$ cat config.mk
export PLATFORM = sky130hd
export DESIGN_NAME = seg7_scan_driver
export DESIGN_NICKNAME = d
export VERILOG_FILES = /design/src/rtl/seg7_pkg.sv /design/src/rtl/seg7_hex_decode.sv /design/src/rtl/seg7_scan_driver.sv
export SDC_FILE = /design/constraint.sdc
export NUM_CORES = 1
export LEC_CHECK = 0
export BUFFER_PORTS_ARGS = -buffer_cell sky130_fd_sc_hd__buf_2
export CAP_MARGIN = 0
export CELL_PAD_IN_SITES_DETAIL_PLACEMENT = 0
export CELL_PAD_IN_SITES_GLOBAL_PLACEMENT = 1
export CORE_ASPECT_RATIO = 0.75
export CORE_MARGIN = 2
export CORE_UTILIZATION = 46
export CTS_BUF_LIST = sky130_fd_sc_hd__clkbuf_8
export CTS_CLUSTER_SIZE = 30
export DETAILED_ROUTE_END_ITERATION = 16
export HOLD_SLACK_MARGIN = 0.12
export PLACE_DENSITY = 0.9
export SLEW_MARGIN = 20
export SYNTH_ARGS = -nofsm -noshare
export SYNTH_HDL_FRONTEND = slang
export SYNTH_SLANG_ARGS = --single-unit
$ cat constraint.sdc
create_clock -name clk -period 3.7 [get_ports clk]
set_clock_uncertainty 0.2 [all_clocks]
set_input_delay 0 -clock clk [delete_from_list [all_inputs] [get_ports clk]]
set_output_delay 0 -clock clk [all_outputs]
set_load 0.01 [all_outputs]
$ cat src/rtl/seg7_pkg.sv
// seg7_pkg: segment encodings and the hex-to-segment decode function shared
// by the seven-segment display blocks. Segment order is {a,b,c,d,e,f,g},
// a = bit 6, all active-high.
package seg7_pkg;

    localparam logic [6:0] SEG_OFF   = 7'b0000000;

    localparam logic [6:0] SEG_HEX_0 = 7'b1111110;
    localparam logic [6:0] SEG_HEX_1 = 7'b0110000;
    localparam logic [6:0] SEG_HEX_2 = 7'b1101101;
    localparam logic [6:0] SEG_HEX_3 = 7'b1111001;
    localparam logic [6:0] SEG_HEX_4 = 7'b0110011;
    localparam logic [6:0] SEG_HEX_5 = 7'b1011011;
    localparam logic [6:0] SEG_HEX_6 = 7'b1011111;
    localparam logic [6:0] SEG_HEX_7 = 7'b1110000;
    localparam logic [6:0] SEG_HEX_8 = 7'b1111111;
    localparam logic [6:0] SEG_HEX_9 = 7'b1111011;
    localparam logic [6:0] SEG_HEX_A = 7'b1110111;
    localparam logic [6:0] SEG_HEX_B = 7'b0011111;
    localparam logic [6:0] SEG_HEX_C = 7'b1001110;
    localparam logic [6:0] SEG_HEX_D = 7'b0111101;
    localparam logic [6:0] SEG_HEX_E = 7'b1001111;
    // F is shown as a dash (g only) rather than the letter.
    localparam logic [6:0] SEG_HEX_F = 7'b0000001;

    function automatic logic [6:0] hex_to_seg(input logic [3:0] nib);
        case (nib)
            4'h0:    hex_to_seg = SEG_HEX_0;
            4'h1:    hex_to_seg = SEG_HEX_1;
            4'h2:    hex_to_seg = SEG_HEX_2;
            4'h3:    hex_to_seg = SEG_HEX_3;
            4'h4:    hex_to_seg = SEG_HEX_4;
            4'h5:    hex_to_seg = SEG_HEX_5;
            4'h6:    hex_to_seg = SEG_HEX_6;
            4'h7:    hex_to_seg = SEG_HEX_7;
            4'h8:    hex_to_seg = SEG_HEX_8;
            4'h9:    hex_to_seg = SEG_HEX_9;
            4'hA:    hex_to_seg = SEG_HEX_A;
            4'hB:    hex_to_seg = SEG_HEX_B;
            4'hC:    hex_to_seg = SEG_HEX_C;
            4'hD:    hex_to_seg = SEG_HEX_D;
            4'hE:    hex_to_seg = SEG_HEX_E;
            default: hex_to_seg = SEG_HEX_F;
        endcase
    endfunction

endpackage

$ cat src/rtl/seg7_hex_decode.sv
// seg7_hex_decode: combinational nibble to active-high seven-segment pattern.
module seg7_hex_decode
    import seg7_pkg::*;
(
    input  logic [3:0] nibble,
    output logic [6:0] segs
);

    assign segs = hex_to_seg(nibble);

endmodule

$ cat src/rtl/seg7_scan_driver.sv
// seg7_scan_driver: time-multiplexed driver for a row of seven-segment digits.
// A load strobe captures the packed hex word and decimal points into a shadow
// register; a prescaler advances the active digit once per CLK_DIV cycles and
// the segment/anode outputs are registered one cycle behind the digit index.
// Optional build macro SEG7_LEADING_ZERO_BLANK_EN blanks leading zero digits.
module seg7_scan_driver
    import seg7_pkg::*;
#(
    parameter int DIGITS         = 8,
    parameter int CLK_DIV        = 50000,
    parameter int SEG_ACTIVE_LOW = 0,
    parameter int AN_ACTIVE_LOW  = 0
) (
    input  logic                  clk,
    input  logic                  rst,
    input  logic                  en,
    input  logic                  load,
    input  logic [4*DIGITS-1:0]   data,
    input  logic [DIGITS-1:0]     dp_in,
    output logic [6:0]            seg,
    output logic                  dp,
    output logic [DIGITS-1:0]     an,
    output logic                  slot_tick
);

    localparam int CNT_W = (CLK_DIV > 1) ? $clog2(CLK_DIV) : 1;
    localparam int IDX_W = (DIGITS > 1) ? $clog2(DIGITS) : 1;
    localparam logic [CNT_W-1:0]  CNT_LAST = CNT_W'(CLK_DIV - 1);
    localparam logic [IDX_W-1:0]  IDX_LAST = IDX_W'(DIGITS - 1);
    localparam logic [6:0]        SEG_INV  = (SEG_ACTIVE_LOW != 0) ? 7'h7F : 7'h00;
    localparam logic              DP_INV   = (SEG_ACTIVE_LOW != 0);
    localparam logic [DIGITS-1:0] AN_INV   = (AN_ACTIVE_LOW != 0) ? {DIGITS{1'b1}} : {DIGITS{1'b0}};

    logic [CNT_W-1:0]    cnt_p0;
    logic [IDX_W-1:0]    idx_p0;
    logic [4*DIGITS-1:0] shadow;
    logic [DIGITS-1:0]   shadow_dp;
    logic                tick;
    logic [3:0]          nib_sel;
    logic                dp_sel;
    logic                blank_sel;
    logic [6:0]          seg_dec;
    logic [6:0]          seg_p1;
    logic                dp_p1;
    logic [DIGITS-1:0]   an_p1;

    function automatic logic [DIGITS-1:0] onehot(input logic [IDX_W-1:0] i);
        return DIGITS'(1) << i;
    endfunction

    assign tick      = en && (cnt_p0 == CNT_LAST);
    assign slot_tick = tick;

    // Stage p0: prescaler and digit index; both freeze while en is low
    always_ff @(posedge clk or posedge rst) begin
        if (rst) begin
            cnt_p0 <= '0;
            idx_p0 <= '0;
        end else if (tick) begin
            cnt_p0 <= '0;
            idx_p0 <= (idx_p0 == IDX_LAST) ? '0 : idx_p0 + IDX_W'(1);
        end else if (en) begin
            cnt_p0 <= cnt_p0 + CNT_W'(1);
        end
    end

    // Shadow capture on the load strobe, independent of scan phase and en
    always_ff @(posedge clk or posedge rst) begin
        if (rst) begin
            shadow    <= '0;
            shadow_dp <= '0;
        end else if (load) begin
            shadow    <= data;
            shadow_dp <= dp_in;
        end
    end

`ifdef SEG7_LEADING_ZERO_BLANK_EN
    logic [DIGITS-1:0] blank_mask;
    logic [DIGITS-1:0] blank_next;
    logic              seen_nz;

    // Digit i>0 is blank while it and every digit above it are zero
    always_comb begin
        blank_next = '0;
        seen_nz    = 1'b0;
        for (int i = DIGITS - 1; i > 0; i--) begin
            seen_nz       = seen_nz | (data[4*i +: 4] != 4'h0);
            blank_next[i] = ~seen_nz;
        end
    end

    // Blank mask travels with the shadow word
    always_ff @(posedge clk or posedge rst) begin
        if (rst) begin
            blank_mask <= '0;
        end else if (load) begin
            blank_mask <= blank_next;
        end
    end
`endif

    // Pick the nibble, decimal point and blank flag of the active digit
    always_comb begin
        nib_sel   = 4'h0;
        dp_sel    = 1'b0;
        blank_sel = 1'b0;
        for (int i = 0; i < DIGITS; i++) begin
            if (idx_p0 == IDX_W'(i)) begin
                nib_sel = shadow[4*i +: 4];
                dp_sel  = shadow_dp[i];
`ifdef SEG7_LEADING_ZERO_BLANK_EN
                blank_sel = blank_mask[i];
`endif
            end
        end
    end

    seg7_hex_decode u_dec (
        .nibble (nib_sel),
        .segs   (seg_dec)
    );

    // Stage p1: registered pin outputs with polarity applied, blank when disabled
    always_ff @(posedge clk or posedge rst) begin
        if (rst) begin
            seg_p1 <= SEG_INV;
            dp_p1  <= DP_INV;
            an_p1  <= AN_INV;
        end else if (en) begin
            seg_p1 <= (blank_sel ? SEG_OFF : seg_dec) ^ SEG_INV;
            dp_p1  <= dp_sel ^ DP_INV;
            an_p1  <= onehot(idx_p0) ^ AN_INV;
        end else begin
            seg_p1 <= SEG_OFF ^ SEG_INV;
            dp_p1  <= DP_INV;
            an_p1  <= AN_INV;
        end
    end

    assign seg = seg_p1;
    assign dp  = dp_p1;
    assign an  = an_p1;

endmodule
==> impl_metrics.csv <==
group,metric,value,unit
sta,finalHoldViolCount,0,
detailed_routing,firstDrtPassIters,4,
clock_tree,cts_sinks,75,
clock_tree,cts_max_level,3,
critical_path,reg2reg_slack,0.58,ns
yosys,synth_top_cell_by_area,"dfrtp_1",
yosys,ys_seq_area_frac,0.507,
global_route,grt_max_degree,49,
yosys,synth-simple-area-share,0.134,
sta,max_slew_margin,0.382,
clock_tree,clkTransAtPathRegs,0.08,ns
sta,rsz0062_at_grt,"no",
yosys,synth_xor_area_frac,0.0308,
global_route,grt_pass1_vias,2851,
layout,multi_input_area,0.00169,mm2
clock_tree,cts_setup_buffers,0,
yosys,ys_top_cells_by_area,"dfrtp_1, mux2_2, ha_1, a21oi_1, nand2_1",
clock_tree,ctsResizeCount,0,
layout,finalNetCount,484,
place,detailed_place_hpwl,5340,um
sta,maxSlewViolCount,0,
critical_path,crit_path_start_kind,"register",
global_route,grt-ovfl-total,0,
floorplan,die_area,0.00878,mm2
detailed_routing,vias,2810,
floorplan,die_h,81.7,um
yosys,syn_area_per_cell,11.3,um2
pwr,vdd_drop_max,0.170,mV
detailed_routing,drc_errors,0,
pwr,p_leak,2.16,nW
global_route,antenna_found_initial,0,
flow_run,cap_violations,0,
layout,diodes,0,
critical_path,worstSetupPathType,"register to register",
clock_tree,clockBufferDepth,2,
clock_tree,cts-buffers-inserted,9,
sta,worst_slew_pin_slew,0.927,ns
critical_path,cp-end-kind,"register",
critical_path,slowest_delay,0.52,ns
critical_path,slowest_stage,"ha_1",
sta,setup_violations,0,
sta,fin_crit_sh,0.842,
layout,fillers,649,
detailed_routing,drt-initial-drc-count,171,
layout,final_common_cell,"dfrtp_1",
floorplan,initial_utilization,0.471,
critical_path,r2r_cells,10,
yosys,synth_fa_ha_area_frac,0.0473,
critical_path,crit_chain,"ha_1, ha_1, nor3b_1, o31ai_1, a21oi_1, o21ai_2, inv_1, ha_1, or2_2, a32o_1",
detailed_routing,wire_per_inst,15.0,um
floorplan,num_rows,28,
place,port_buffers,60,
yosys,synth_area,0.00370,mm2
floorplan,die_w,108,um
yosys,synth_edf_count,0,
layout,drive_above_1_share,0.290,
critical_path,crit_path_max_fanout,16,
layout,final_cell_mix,"dfrtp_1, buf_2, dlygate4sd3_1, mux2_2, a21oi_1",
layout,area_growth,27.6,%
yosys,ys_ff_latch,75,
hold_path,hp-class,"input pin to async pin",
critical_path,worstReg2RegStart,"idx_p0[0]$_DFFE_PP0P_",
global_route,grtUsageTotal,0.199,
detailed_routing,via_per_inst,5.24,
place,place_ws,0.629,ns
pwr,pwr_density_cell,422,mW/mm2
sta,period_needed,3.12,ns
sta,fmax,0.321,GHz
yosys,synth_top_area_share,0.507,
clock_tree,clk-insertion-delay-late,0.35,ns
yosys,synth-compound-area-share,0.113,
detailed_routing,final_antenna_net_count,0,
sta,worst_slack,0.584,ns
detailed_routing,wirelength,8060,um
place,place.gp.congestion,0.854,
critical_path,worstPathArrival,3.16,ns
critical_path,r2r-end,"seg[2]$_DFF_PP0_",
floorplan,pin_count,61,
yosys,synth_warnings,0,
yosys,syn-num-nets,386,
yosys,syn_inst,328,
critical_path,cp.required,3.74,ns
yosys,synth_top_family_by_area,"simple AND/OR/NAND/NOR gates",
yosys,ys_types,49,
status,status,"completed",
clock_tree,cts_root_buf,"clkbuf_8",
clock_tree,cts_tree,"built",
global_route,grt_pass1_wl,13300,um
layout,regArea,0.00188,mm2
critical_path,cp_common_cell,"ha_1",
yosys,async_flop_share,1.00,
floorplan,core_area,0.00785,mm2
yosys,synth_flop_cell,"dfrtp_1",
sta,fin_tns_setup,0,ns
yosys,yosys-mux-area-fraction,0.132,
[flip-flops by register name, indices dropped and copies added, names as in the netlist]
signal / count
an: 8
cnt_p0: 16
dp: 1
idx_p0: 3
seg: 7
shadow: 32
shadow_dp: 8
[worst max path at each step]
stage                           from               end  slack, ns  depth (start not counted)
2_1_floorplan  idx_p0[2]$_DFFE_PP0P_  seg[2]$_DFF_PP0_       0.82                         12
3_3_place_gp   idx_p0[0]$_DFFE_PP0P_  seg[2]$_DFF_PP0_       0.72                         10
3_5_place_dp   idx_p0[0]$_DFFE_PP0P_  seg[2]$_DFF_PP0_       0.63                         10
4_1_cts        idx_p0[0]$_DFFE_PP0P_  seg[2]$_DFF_PP0_       0.58                         10
5_1_grt        idx_p0[1]$_DFFE_PP0P_  seg[2]$_DFF_PP0_       0.35                         10
6_report       idx_p0[0]$_DFFE_PP0P_  seg[2]$_DFF_PP0_       0.58                         10
[repair_timing]
action                                  CTS  global route
hold endpoints to repair                108             0
hold buffers                             42             0
endpoints found under the setup margin    0             0
[power breakdown]
part           total [mW]  leakage (nW)  switching (mW)  internal [mW]
logic               0.296          1.12           0.132          0.163
registers           0.985         0.919          0.0763          0.909
clock network       0.710         0.117           0.297          0.413
[cell type report]
| type | instances | area share |
|---|---|---|
| Timing Repair Buffer | 105 | 0.157 |
| Multi-Input combinational cell | 222 | 0.358 |
| Inverter | 13 | 0.0106 |
| Tap cell | 105 | 0.0278 |
| Clock inverter | 5 | 0.0162 |
| Clock buffer | 11 | 0.0321 |
| Sequential cell | 75 | 0.398 |
[through the flow]
step / cell area, um2 / hold slack, ns / utilization / power [mW] / cells
finish: 4720 / 0.106 / 0.601 / 1.99 / 536
global route: 4720 / 0.185 / 0.601 / 2.09 / 536
CTS: 4720 / 0.126 / 0.601 / 2.01 / 536
detailed placement: 4070 / 0.0304 / 0.519 / 1.26 / 478
global placement: 4070 / 0.0215 / 0.519 / 1.25 / 478
floorplan: 3700 / -0.0790 / - / 1.17 / 328
[critical path, delay by kind of cell (launching register included)]
kind / cells / cell delay (ns)
buffers and inverters: 1 / 0.16
flip-flops: 1 / 0.37
AO/OA/AOI/OAI: 4 / 0.93
adder cells (fa/ha/maj): 3 / 0.92
AND/OR/NAND/NOR: 2 / 0.41
[cells by family (layout without fill, tap and decap cells)]
kind of cell	count (synthesis)	after routing
and+or+nand+nor	91	91
muxes	44	44
adders and majority gates	14	14
AOI/OAI and AO/OA	60	60
DFF	75	75
buffers and inverters	31	134
xor gates and xnor gates	13	13
[layer usage]
layer,global-route usage,vias to the layer above,share of wire
met4,0.0667,0,0.016
met1,0.253,1384,0.45
met5,0,-,0
met3,0.0571,14,0.056
met2,0.333,74,0.47
li1,-,1338,-
[Yosys cell counts (all sizes together) (3+ instances only)]
master / instances
nand3: 8
nor2: 16
nand2: 21
ha: 14
nand4: 3
and3: 6
buf: 8
nor2b: 6
dfrtp: 75
mux2: 38
xor2: 5
nand3b: 9
and2: 6
a21oi: 24
o31ai: 3
nand2b: 3
xnor2: 8
o21ai: 12
inv: 13
mux2i: 6
clkbuf: 10
a211oi: 5
a32o: 3
Note: power is estimated with default switching activity, not from simulation.
